### config.mk
export PLATFORM = sky130hd
export DESIGN_NAME = ones_pattern_gen
export DESIGN_NICKNAME = d
export VERILOG_FILES = /design/src/rtl/ones_pattern_gen.sv
export SDC_FILE = /design/constraint.sdc
export NUM_CORES = 1
export LEC_CHECK = 0
export ABC_AREA = 1
export BUFFER_PORTS_ARGS = -buffer_cell sky130_fd_sc_hd__clkbuf_2
export CORE_MARGIN = 5
export CORE_UTILIZATION = 55
export DETAILED_ROUTE_END_ITERATION = 10
export GPL_ROUTABILITY_DRIVEN = 0
export PLACE_DENSITY = 0.76
export SLEW_MARGIN = 20
export SYNTH_ARGS = -nofsm -noshare
export SYNTH_HDL_FRONTEND = slang
export SYNTH_SLANG_ARGS = --single-unit
### constraint.sdc
create_clock -name i_clk -period 3.32 [get_ports i_clk]
set_input_delay 0.332 -clock i_clk [delete_from_list [all_inputs] [get_ports i_clk]]
set_output_delay 0.332 -clock i_clk [all_outputs]
set_load 0.02 [all_outputs]
### src/rtl/ones_pattern_gen.sv
// k-of-WIDTH combination enumerator: streams every WIDTH-bit word with exactly k
// set bits in increasing numeric order over a valid/ready interface.
module ones_pattern_gen #(
  parameter int WIDTH = 8,
  parameter int CW    = 4,
  parameter int IW    = 8
) (
  input  logic             i_clk,
  input  logic             i_rst_n,
  input  logic             i_start,
  input  logic [CW-1:0]    i_count,
  input  logic             i_ready,
  output logic             o_valid,
  output logic [WIDTH-1:0] o_data,
  output logic             o_last,
  output logic [IW-1:0]    o_index,
  output logic             o_busy,
  output logic             o_err,
  output logic             o_state
);

  // Handshake: a word moves when o_valid && i_ready at a rising edge; once raised,
  // o_valid stays high and o_data/o_index/o_last hold until that transfer happens.

  typedef enum logic {S_IDLE = 1'b0, S_EMIT = 1'b1} state_t;

  localparam int XW = WIDTH + 1;
  localparam int SW = $clog2(XW);
  localparam logic [CW:0]   WIDTH_C  = (CW+1)'(WIDTH);
  localparam logic [XW-1:0] ALL_ONES = '1;

  state_t           state_q, state_d;
  logic [CW-1:0]    k_q, k_d;
  logic [WIDTH-1:0] data_d;
  logic [IW-1:0]    index_d;
  logic             valid_d, err_d;

  logic [WIDTH-1:0] top_pattern;
  logic [XW-1:0]    x, c, r, succ_wide;
  logic [SW-1:0]    ctz;
  logic             too_many;

  function automatic logic [WIDTH-1:0] low_ones(input logic [CW-1:0] n);
    logic [XW-1:0] m;
    m = ~(ALL_ONES << n);
    return WIDTH'(m);
  endfunction

  // Final word of an enumeration has its k ones packed against the MSB.
  assign top_pattern = low_ones(k_q) << (WIDTH_C - {1'b0, k_q});
  assign o_last      = o_valid && (o_data == top_pattern);
  assign o_busy      = (state_q == S_EMIT);
  assign o_state     = state_q;
  assign too_many    = ({1'b0, i_count} > WIDTH_C);

  // Gosper successor, one bit wider so the carry out of r survives.
  always_comb begin
    x   = {1'b0, o_data};
    c   = x & (~x + XW'(1));
    r   = x + c;
    ctz = '0;
    for (int i = XW - 1; i >= 0; i--) begin
      if (c[i]) ctz = SW'(i);
    end
    succ_wide = r | (((r ^ x) >> 2) >> ctz);
  end

  always_comb begin
    state_d = state_q;
    k_d     = k_q;
    data_d  = o_data;
    index_d = o_index;
    valid_d = o_valid;
    err_d   = 1'b0;
    case (state_q)
      S_IDLE: begin
        if (i_start) begin
          if (too_many) begin
            err_d = 1'b1;
          end else begin
            k_d     = i_count;
            data_d  = low_ones(i_count);
            index_d = '0;
            valid_d = 1'b1;
            state_d = S_EMIT;
          end
        end
      end
      S_EMIT: begin
        if (o_valid && i_ready) begin
          if (o_last) begin
            state_d = S_IDLE;
            valid_d = 1'b0;
            index_d = '0;
            data_d  = '0;
          end else begin
            data_d  = WIDTH'(succ_wide);
            index_d = o_index + IW'(1);
          end
        end
      end
      default: state_d = S_IDLE;
    endcase
  end

  always_ff @(posedge i_clk or negedge i_rst_n) begin
    if (!i_rst_n) begin
      state_q <= S_IDLE;
      k_q     <= '0;
      o_data  <= '0;
      o_index <= '0;
      o_valid <= 1'b0;
      o_err   <= 1'b0;
    end else begin
      state_q <= state_d;
      k_q     <= k_d;
      o_data  <= data_d;
      o_index <= index_d;
      o_valid <= valid_d;
      o_err   <= err_d;
    end
  end

endmodule

==> key figures, run 1 <==
Die
  • CORE AREA: 0.00426 mm²
  • Io pins: 29
  • Number of core rows: 24
  • Die area: 0.00574 mm²
  • Die H: 75.7 µm
  • Initial Utilization: 55.8%
  • Width of the die: 75.7 µm

Routing
  • Detailed Route Iter0 Violations: 175
  • DR DRC count: 0
  • Antenna viol nets, final: 0
  • DRT Wirelength: 6.06 mm
  • M1 WL: 2.79 mm
  • Drt wl/cell: 13.3 µm
  • Highest Signal Layer: met4
  • Met3 Wirelength: 350 µm
  • Initial DRT Pass Iterations: 5
  • Routed via count: 2564
  • Number of vias per cell: 5.64
  • Routed met2 length: 2.86 mm

Place
  • Dpl cells: 448
  • Post-place setup slack: 0.321 ns
  • PortBufs: 28
  • Dpl cell area: 0.00251 mm²
  • Post-DP HPWL: 4.75 mm

Outcome
  • Status: completed

Logic synthesis
  • Most used DFF post-synth: dfrtp_1
  • Cell taking the most area after synthesis: dfrtp_1
  • Synth top area cells: dfrtp_1 24%, nand2_1 16%, nand3_1 14%, inv_1 6.3%, nor2_1 4.7%
  • Synth Net Count: 392
  • Most common cell in the netlist: nand2_1
  • Register area share after synthesis: 24.2%
  • Netlist cell types: 34
  • Ys async rst share: 100%
  • Syn avg cell area: 6.27 µm²
  • Mapped cell area: 0.00238 mm²
  • FF+latch count, synth: 23
  • Post-synth top cells: 101 x nand2_1, 66 x nand3_1, 40 x inv_1, 30 x nor2_1, 23 x dfrtp_1
  • Synth Instances: 379
  • Top-area cell type share of the netlist area: 24.2%
  • Post-synth EDFFs: 0
  • Yosys warns: 0

Setup path
  • Worst EP required: 2.99 ns
  • Reg2reg path depth: 16
  • Reg-to-Reg Start: k_q[0]$_DFFE_PN0P_
  • CP Launch Type: flip-flop
  • R2r setup slk: 0.68 ns
  • CP endpoint kind: primary output
  • Critical R2R Capture: o_index[5]$_DFFE_PN0P_
  • CP arrival: 2.74 ns
  • Setup Crit Path Kind: reg2out
  • CP max FO: 16

Clock tree
  • CTS tree: built
  • Clk_lat worst skew: 0.26 ns
  • Number of CTS-inserted buffers: 3
  • Sink Count: 23
  • Root Buffer: clkbuf_8
  • Clk buf depth: 2
  • CTS hold repair buffers: 0
  • H-tree levels: 1
  • Register clock-pin slew on the reported worst setup and hold paths: 0.08 ns

Final layout
  • Core Util, Final: 60.9%
  • Layout cell share with drive strength beyond 1: 18.6%
  • Final cell count without fillers: 455
  • Diode count: 0
  • Nets: 417
  • Area grow syn2layout: 9.16%
  • Cell area after layout: 0.00259 mm²
  • # fillers: 414

STA
  • Setup ws final: 0.247 ns
  • Endpoints failing setup: 0
  • FMAX: 0.325 GHz
  • Final hold vios: 0
  • Setup tns final: 0 ns
  • Worst Clk Skew: 0.00649 ns
  • Worst slew margin: 62.5%
  • Final Cycle Share: 92.6%
  • Worst Max-Slew Pin Slew: 0.562 ns
  • Final min period: 3.07 ns
  • RSZ-0062 raised after global routing: no
  • Final Max Slew Viols: 0

Power
  • Leak Pwr: 1.38 nW
  • Power Dens Cells: 1210 mW/mm²
  • VDD IR-drop max: 0.595 mV

Global routing
  • All-Layer GR Usage: 22.7%
  • Initial antenna violation count: 0
  • First-pass GRT wire length: 10.4 mm
  • Number of global-route vias before repair: 2298
  • Gr ovfl total: 0
  • Largest net degree at the start of global routing: 24

Min path
  • Hold crit path type: in2async

Job
  • Number of max-cap violations: 0
-- flip-flops by register name (all words and copies together), names as in the netlist --
name     flops
o_busy       1
k_q          4
o_index      8
o_valid      1
o_data       8
o_err        1
-- critical path: stages (launching register included) --
cell and delay, ns:
dfrtp_2 0.46, inv_4 0.11, ha_1 0.26, ha_1 0.18
or2_1 0.23, nand2_2 0.09, nand2_1 0.07, nand2_1 0.09
nand3_1 0.09, o21ai_1 0.14, nand3_1 0.10, nor2_2 0.19
nand4_4 0.20, inv_1 0.09, clkbuf_2 0.16
-- repair_timing --
item / 4_1_cts / 5_1_grt
buffers inserted: 0 / 3
gates resized for setup: 0 / 4
setup endpoints to repair: 0 / 1
-- how the worst max path moves through the flow --
stage                             startpoint  slack, ns  endpoint
after floorplan           k_q[0]$_DFFE_PN0P_       0.59    o_last
after global routing      k_q[0]$_DFFE_PN0P_       0.02    o_last
final                     k_q[0]$_DFFE_PN0P_       0.25    o_last
after detailed placement  k_q[0]$_DFFE_PN0P_       0.32    o_last
after global placement    k_q[0]$_DFFE_PN0P_       0.41    o_last
after CTS                 k_q[0]$_DFFE_PN0P_      0.005    o_last
-- per-layer routing --
layer | up-vias | GRT usage, %
met5 | - | 0
met4 | 0 | 5.44
met3 | 12 | 2.24
met2 | 99 | 36.7
met1 | 1157 | 32.4
li1 | 1296 | -
-- cell type report --
class	count	area [µm²]	area share (%)
multi-input combinational	294	1540	59.4
inverter	50	195	7.52
sequential	23	577	22.2
tap	52	65.1	2.51
timing repair buffer	32	170	6.56
clock inverter	1	5.00	0.193
clock buffer	3	41.3	1.59
-- kinds of logic after synthesis --
group	after synthesis	share of synthesized area, %
DFF	23	24.2
AOI/OAI and AO/OA	49	12.3
buffers and inverters	62	11.3
and+or+nand+nor	232	46.7
adders and majority gates	5	2.63
xor gates and xnor gates	8	2.95
-- per-stage QoR --
step           hold WS (ns)  total power [mW]
2_1_floorplan        0.0364              2.43
3_3_place_gp          0.352              2.85
3_5_place_dp          0.351              2.90
4_1_cts              0.0653              3.07
5_1_grt              0.0772              3.46
6_report             0.0462              3.13
-- cells in the final DEF, fill, tap and decap left out, types with 4 or more instances in the layout --
master / Yosys / routed
nand3_2: 4 / 4
nand3_1: 66 / 66
o21ai_0: 13 / 13
nor3_1: 4 / 4
a21oi_1: 15 / 15
inv_2: 8 / 7
nor2_2: 8 / 8
ha_1: 5 / 5
nand4_1: 6 / 6
clkbuf_2: 0 / 28
buf_4: 4 / 4
dfrtp_1: 23 / 22
o21ai_1: 5 / 5
o22ai_1: 7 / 7
inv_1: 40 / 40
xor2_1: 6 / 6
nand2_1: 101 / 101
nor2_1: 30 / 30
-- power by group --
part | internal [mW] | total [mW] | switching [mW]
Sequential | 0.395 | 0.633 | 0.237
Combinational | 0.812 | 2.33 | 1.51
Clock | 0.0837 | 0.171 | 0.0874
Power figures use the tool's default switching activity.
==> inputs of run 2 (changes only) <==
--- a/config.mk
+++ b/config.mk
@@ -7,8 +7,10 @@
 export LEC_CHECK = 0
 export ABC_AREA = 1
 export BUFFER_PORTS_ARGS = -buffer_cell sky130_fd_sc_hd__clkbuf_2
+export CORE_ASPECT_RATIO = 0.5
 export CORE_MARGIN = 5
 export CORE_UTILIZATION = 55
+export CTS_CLUSTER_DIAMETER = 80
 export DETAILED_ROUTE_END_ITERATION = 10
 export GPL_ROUTABILITY_DRIVEN = 0
 export PLACE_DENSITY = 0.76
==> constraint.sdc (replaced) <==
create_clock -name i_clk -period 3.32 [get_ports i_clk]
set_input_delay 0.332 -clock i_clk [delete_from_list [all_inputs] [get_ports i_clk]]
set_output_delay 0.332 -clock i_clk [all_outputs]
set_load 0.01 [all_outputs]
==> run 2 against run 1 <==
Design area is 0.39% lower. Routed wire length is 1.4% higher. Via count is 0.47% lower. Clock power is 4% higher. Register-to-register slack worse by 0.09 ns.
==> key figures, run 2 (synthesis gave the netlist of run 1 again) <==
Clock tree
  • Register clock-pin slew on the reported worst setup and hold paths: 0.09 ns (was 0.08 ns)
  • CTS tree: built (unchanged)
  • Clk buf depth: 2 (unchanged)
  • H-tree levels: 1 (unchanged)
  • Number of CTS-inserted buffers: 3 (unchanged)
  • Root Buffer: clkbuf_8 (unchanged)
  • Clk_lat worst skew: 0.27 ns (was 0.26 ns)
  • Sink Count: 23 (unchanged)
  • CTS hold repair buffers: 0 (unchanged)

Setup path
  • Setup Crit Path Kind: reg2out (unchanged)
  • CP Capture Point: o_last (unchanged)
  • R2r setup slk: 0.59 ns (was 0.68 ns)
  • Critical R2R Capture: o_index[3]$_DFFE_PN0P_ (was o_index[5]$_DFFE_PN0P_)
  • Critical Path Stages: 14 (unchanged)
  • Cell Chain, Critical Path: inv_4, ha_1, ha_1, or2_1, nand2_2, nand2_1, nand2_1, nand3_1, o21ai_1, nand3_1, nor2_2, nand4_4, inv_1, clkbuf_2 (unchanged)
  • Reg2reg path depth: 14 (was 16)
  • Reg-to-Reg Start: k_q[0]$_DFFE_PN0P_ (unchanged)
  • CP max FO: 16 (unchanged)
  • CP endpoint kind: primary output (unchanged)
  • CP arrival: 2.70 ns (was 2.74 ns)
  • CP peak stage delay: 0.50 ns (was 0.46 ns)
  • Buffers and inverters on the worst path: 3 (unchanged)
  • Worst EP required: 2.99 ns (about the same)
  • Slowest-stage cell, CP: dfrtp_2 (unchanged)
  • CP Launch Type: flip-flop (unchanged)
  • Largest delay share family, worst path: simple AND/OR/NAND/NOR gates (unchanged)
  • Crit path launch: k_q[0]$_DFFE_PN0P_ (unchanged)

Global routing
  • First-pass GRT wire length: 10.7 mm (was 10.4 mm)
  • Met2 usage: 34.9% (was 36.7%)
  • Met3 Use GR: 4.33% (was 2.24%)
  • Largest net degree at the start of global routing: 24 (unchanged)
  • Gr ovfl total: 0 (unchanged)
  • Number of global-route vias before repair: 2333 (was 2298)
  • All-Layer GR Usage: 22.4% (was 22.7%)
  • Most used routing layer: met2 (unchanged)
  • Initial antenna violation count: 0 (unchanged)
  • Grt met1 use: 32.9% (was 32.4%)

Power
  • Switching Fraction: 58.0% (was 58.8%)
  • Clock power frac: 5.9% (was 5.5%)
  • VDD IR-drop max: 0.532 mV (was 0.595 mV)
  • Net Sw Power: 1.75 mW (was 1.84 mW)
  • Sequential power share: 21.0% (was 20.2%)
  • Power Dens Cells: 1170 mW/mm² (was 1210 mW/mm²)
  • Pint: 1.27 mW (was 1.29 mW)
  • Leak Pwr: 1.36 nW (was 1.38 nW)
  • Comb power frac: 73.2% (was 74.3%)

Place
  • Post-DP HPWL: 4.88 mm (was 4.75 mm)
  • Dpl cell area: 0.00252 mm² (was 0.00251 mm²)
  • PortBufs: 28 (unchanged)

Die
  • Width of the die: 103 µm (was 75.7 µm)
  • Initial Utilization: 59.1% (was 55.8%)
  • Io pins: 29 (unchanged)
  • CORE AREA: 0.00402 mm² (was 0.00426 mm²)
  • Die area: 0.00582 mm² (was 0.00574 mm²)
  • Die H: 56.5 µm (was 75.7 µm)
  • Number of core rows: 16 (was 24)

Final layout
  • Cell area after layout: 0.00258 mm² (was 0.00259 mm²)
  • Nets: 415 (was 417)
  • Layout cell share with drive strength beyond 1: 18.2% (was 18.6%)
  • Diode count: 0 (unchanged)
  • # fillers: 372 (was 414)
  • Most common cell after layout, fill and taps aside: nand2_1 (unchanged)
  • Biggest regs: o_data x8, o_index x8, k_q x4 (unchanged)
  • Most frequent cells in the layout: 101 x nand2_1, 66 x nand3_1, 40 x inv_1, 30 x nor2_1, 28 x clkbuf_2 (unchanged)
  • Area grow syn2layout: 8.74% (was 9.16%)

STA
  • Final Max Slew Viols: 0 (unchanged)
  • Worst slew margin: 61.4% (was 62.5%)
  • RSZ-0062 raised after global routing: no (unchanged)
  • Setup tns final: 0 ns (unchanged)
  • WHS: 0.0450 ns (was 0.0462 ns)
  • Endpoints failing setup: 0 (unchanged)
  • FMAX: 0.329 GHz (was 0.325 GHz)
  • Worst Max-Slew Pin Slew: 0.578 ns (was 0.562 ns)
  • Final min period: 3.04 ns (was 3.07 ns)
  • Final hold vios: 0 (unchanged)
  • Worst Clk Skew: 0.00656 ns (was 0.00649 ns)
  • Final Cycle Share: 91.4% (was 92.6%)

Routing
  • Initial DRT Pass Iterations: 5 (unchanged)
  • DRT Wirelength: 6.15 mm (was 6.06 mm)
  • DR DRC count: 0 (unchanged)
  • Number of vias per cell: 5.61 (was 5.64)
  • Routed via count: 2552 (was 2564)
  • Detailed Route Iter0 Violations: 237 (was 175)
  • Antenna viol nets, final: 0 (unchanged)
  • Drt wl/cell: 13.5 µm (was 13.3 µm)

Job
  • Number of max-cap violations: 0 (unchanged)

Outcome
  • Status: completed (unchanged)

Min path
  • Hold crit path type: in2async (unchanged)
## run 2: cell count changes in the layout (fill, tap and decap cells not counted), sizes merged
cell and change:
buf -2, clkinv -1, clkinvlp +1
## run 2: area by class of cell
cell class,instances,area [µm²],area share (%)
inverters,50,195,7.55
multi-input cells,294,1540,59.6
repair buffers,30,155,6.00
well taps,54,67.6,2.61
flip-flops and latches,23,577,22.3
clock buffers,3,41.3,1.60
clock inverters,1,7.51,0.290
## run 2: power by group through the flow
stage / Sequential (mW) / Combinational [mW] / Clock (mW)
global route: 0.664 / 2.52 / 0.198
detailed placement: 0.624 / 2.17 / 0
finish: 0.631 / 2.21 / 0.177
CTS: 0.618 / 2.19 / 0.183
floorplan: 0.553 / 1.81 / 0
global placement: 0.619 / 2.12 / 0
## run 2: worst min-delay path by stage
stage | from | end | slack (ns) | cells past startpoint
floorplan | i_rst_n | k_q[0]$_DFFE_PN0P_ | 0.04 | 0
global placement | i_rst_n | o_index[0]$_DFFE_PN0P_ | 0.35 | 1
detailed placement | i_rst_n | o_index[0]$_DFFE_PN0P_ | 0.35 | 1
CTS | i_rst_n | o_index[0]$_DFFE_PN0P_ | 0.05 | 1
global route | i_rst_n | o_index[1]$_DFFE_PN0P_ | 0.08 | 1
finish | i_rst_n | o_index[0]$_DFFE_PN0P_ | 0.05 | 1
## run 2: timing repair
action                                  4_1_cts  5_1_grt
gates resized for setup                       0        4
setup buffers                                 0        0
endpoints found under the setup margin        0        1
## run 2: metrics by stage
step,instances,worst slack [ns],utilization (%),total power [mW]
detailed placement,451,0.425,62.7,2.79
finish,455,0.284,64.2,3.01
global placement,451,0.513,62.7,2.74
CTS,455,0.126,64.0,2.99
global route,455,0.0423,64.2,3.38
floorplan,379,0.652,-,2.36
## run 2: routing by layer
metal	up-vias	routed length, µm
met5	-	0
met4	0	31
met3	4	391
met2	73	2780
met1	1190	2940
li1	1285	-
==> inputs of run 3 (changes only) <==
--- a/config.mk
+++ b/config.mk
@@ -8,12 +8,12 @@
 export ABC_AREA = 1
 export BUFFER_PORTS_ARGS = -buffer_cell sky130_fd_sc_hd__clkbuf_2
 export CORE_ASPECT_RATIO = 0.5
-export CORE_MARGIN = 5
 export CORE_UTILIZATION = 55
 export CTS_CLUSTER_DIAMETER = 80
 export DETAILED_ROUTE_END_ITERATION = 10
 export GPL_ROUTABILITY_DRIVEN = 0
-export PLACE_DENSITY = 0.76
+export PLACE_DENSITY_LB_ADDON = 0.12
+export REMOVE_ABC_BUFFERS = 1
 export SLEW_MARGIN = 20
 export SYNTH_ARGS = -nofsm -noshare
 export SYNTH_HDL_FRONTEND = slang
==> run 3 against run 2 <==
Clock skew rose by 0.0037 ns. Setup slack worse by 0.039 ns. Utilization decreased by 0.062 points. First-iteration DRC count is 14% lower. Flip-flop and latch count unchanged. Non-clock buffer count is the same. Sequential share of layout area is essentially flat. Die area decreased by 21%. Clock-buffer cell count unchanged. Register-to-register slack worse by 0.05 ns. Largest cell class unchanged. Global-route usage rose by 6.2 points. Cell count stayed put.
==> key figures, run 3 (synthesis gave the netlist of run 1 again) <==
Setup path
  • CP Launch Type: flip-flop (unchanged)
  • Worst EP required: 2.99 ns (about the same)
  • CP peak stage delay: 0.48 ns (was 0.50 ns)
  • CP max FO: 16 (unchanged)
  • CP arrival: 2.74 ns (was 2.70 ns)
  • CP endpoint kind: primary output (unchanged)
  • Setup Crit Path Kind: reg2out (unchanged)
  • Slowest-stage cell, CP: dfrtp_2 (unchanged)
  • Most used cell, CP: nand2_1
  • Cell Chain, Critical Path: inv_2, ha_1, ha_1, or2_1, nand2_2, nand2_1, nand2_1, nand3_1, nand2_1, nand2_1, nand2_1, nand2_1, nor2_2, nand4_4, inv_1, clkbuf_2 (was inv_4, ha_1, ha_1, or2_1, nand2_2, nand2_1, nand2_1, nand3_1, o21ai_1, nand3_1, nor2_2, nand4_4, inv_1, clkbuf_2)

Final layout
  • # fillers: 378 (was 372)
  • Most common cell after layout, fill and taps aside: nand2_1 (unchanged)
  • Diode count: 0 (unchanged)
  • Biggest regs: o_data x8, o_index x8, k_q x4 (unchanged)
  • Core Util, Final: 64.2% (about the same)
  • Area grow syn2layout: 8.63% (was 8.74%)
  • Most frequent cells in the layout: 101 x nand2_1, 66 x nand3_1, 40 x inv_1, 30 x nor2_1, 28 x clkbuf_2 (unchanged)
  • Cell area after layout: 0.00258 mm² (about the same)
  • Nets: 415 (unchanged)
  • Final cell count without fillers: 455 (unchanged)
  • Layout cell share with drive strength beyond 1: 18.2% (unchanged)
  • Sequential cell area: 577 µm² (unchanged)
  • Area of the multi-input gates: 0.00154 mm² (unchanged)

Die
  • Number of core rows: 16 (unchanged)
  • Initial Utilization: 59.1% (unchanged)
  • Width of the die: 95.0 µm (was 103 µm)
  • Io pins: 29 (unchanged)
  • CORE AREA: 0.00402 mm² (unchanged)
  • Die area: 0.00461 mm² (was 0.00582 mm²)
  • Die H: 48.5 µm (was 56.5 µm)

Clock tree
  • Post-CTS Setup Bufs: 0 (unchanged)
  • Sink Count: 23 (unchanged)
  • Number of CTS-inserted buffers: 3 (unchanged)
  • CTS tree: built (unchanged)
  • Root Buffer: clkbuf_8 (unchanged)
  • Register clock-pin slew on the reported worst setup and hold paths: 0.09 ns (about the same)
  • Clk_lat worst skew: 0.27 ns (about the same)
  • Clk buf depth: 2 (unchanged)
  • H-tree levels: 1 (unchanged)

Routing
  • Antenna viol nets, final: 0 (unchanged)
  • Initial DRT Pass Iterations: 5 (unchanged)
  • Routed via count: 2575 (was 2552)
  • Drt wl/cell: 13.4 µm (was 13.5 µm)
  • Detailed Route Iter0 Violations: 205 (was 237)
  • Number of vias per cell: 5.66 (was 5.61)
  • DRT Wirelength: 6.11 mm (was 6.15 mm)
  • DR DRC count: 0 (unchanged)

Job
  • Number of max-cap violations: 0 (unchanged)

STA
  • Worst Clk Skew: 0.0102 ns (was 0.00656 ns)
  • Worst slew margin: 61.4% (about the same)
  • Final min period: 3.08 ns (was 3.04 ns)
  • Endpoints failing setup: 0 (unchanged)
  • RSZ-0062 raised after global routing: no (unchanged)
  • Final hold vios: 0 (unchanged)
  • Worst Max-Slew Pin Slew: 0.579 ns (was 0.578 ns)
  • Final Max Slew Viols: 0 (unchanged)
  • Final Cycle Share: 92.6% (was 91.4%)
  • Setup tns final: 0 ns (unchanged)
  • WHS: 0.0434 ns (was 0.0450 ns)
  • FMAX: 0.325 GHz (was 0.329 GHz)

Place
  • Dpl cells: 451 (unchanged)
  • Dpl cell area: 0.00252 mm² (unchanged)
  • PortBufs: 28 (unchanged)
  • Post-DP HPWL: 4.84 mm (was 4.88 mm)

Global routing
  • Gr ovfl total: 0 (unchanged)
  • First-pass GRT wire length: 10.4 mm (was 10.7 mm)
  • Initial antenna violation count: 0 (unchanged)
  • All-Layer GR Usage: 28.6% (was 22.4%)
  • Largest net degree at the start of global routing: 24 (unchanged)
  • Number of global-route vias before repair: 2312 (was 2333)

Power
  • Leak Pwr: 1.36 nW (about the same)
  • VDD IR-drop max: 0.572 mV (was 0.532 mV)
  • Power Dens Cells: 1170 mW/mm² (about the same)

Min path
  • Hold crit path type: in2async (unchanged)

Outcome
  • Status: completed (unchanged)
## run 3: cell counts in the layout (fill, tap and decap cells not counted)
No cell type changed its count.
## run 3: layout make-up
cell class	count	share of cell area (%)
clock buffer	3	1.60
clock inverter	1	0.291
inverter	50	7.46
multi-input combinational	294	59.7
sequential	23	22.3
tap	54	2.62
timing repair buffer	30	6.01
## run 3: critical path, delay by kind of cell, from the launching register on
kind	cells	cell delay, ns
fa+ha+maj	2	0.46
buf+inv	3	0.37
flops	1	0.48
simple gates	11	1.16
## run 3: path summary, 6_finish.rpt
kind | cells after the start | endpoint | startpoint | slack (ns)
worst min register to register | 2 | o_index[7]$_DFFE_PN0P_ | o_index[7]$_DFFE_PN0P_ | 0.56
worst max register to register | 16 | o_index[5]$_DFFE_PN0P_ | k_q[0]$_DFFE_PN0P_ | 0.54
worst max-delay path | 16 | o_last | k_q[0]$_DFFE_PN0P_ | 0.24
worst min-delay path | 1 | o_index[0]$_DFFE_PN0P_ | i_rst_n | 0.04
max in group asynchronous | 1 | k_q[0]$_DFFE_PN0P_ | i_rst_n | 2.85
min in group i_clk | 3 | o_err$_DFF_PN0_ | i_start | 0.30
## run 3: timing repair
action	4_1_cts	5_1_grt
endpoints found under the setup margin	0	1
resized for setup	0	2
hold buffers	0	0
endpoints found under the hold margin	0	0
## run 3: routing by layer
metal  wire length (µm)  track usage [%]  vias up
met1               2790             39.8     1182
met3                424             5.03        8
met2               2840             47.8      103
met4                 51             3.54        0
met5                  0                0        -
li1                   -                -     1282
## run 3: through the flow
step | power (mW) | setup slack, ns
after detailed placement | 2.80 | 0.403
after floorplan | 2.28 | 0.708
after CTS | 2.99 | 0.108
final | 3.02 | 0.245
after global placement | 2.73 | 0.511
after global routing | 3.36 | 0.0305
## run 3: report_power, final
part / internal, mW / switching (mW)
Combinational: 0.785 / 1.43
Sequential: 0.395 / 0.239
Clock: 0.0848 / 0.0915
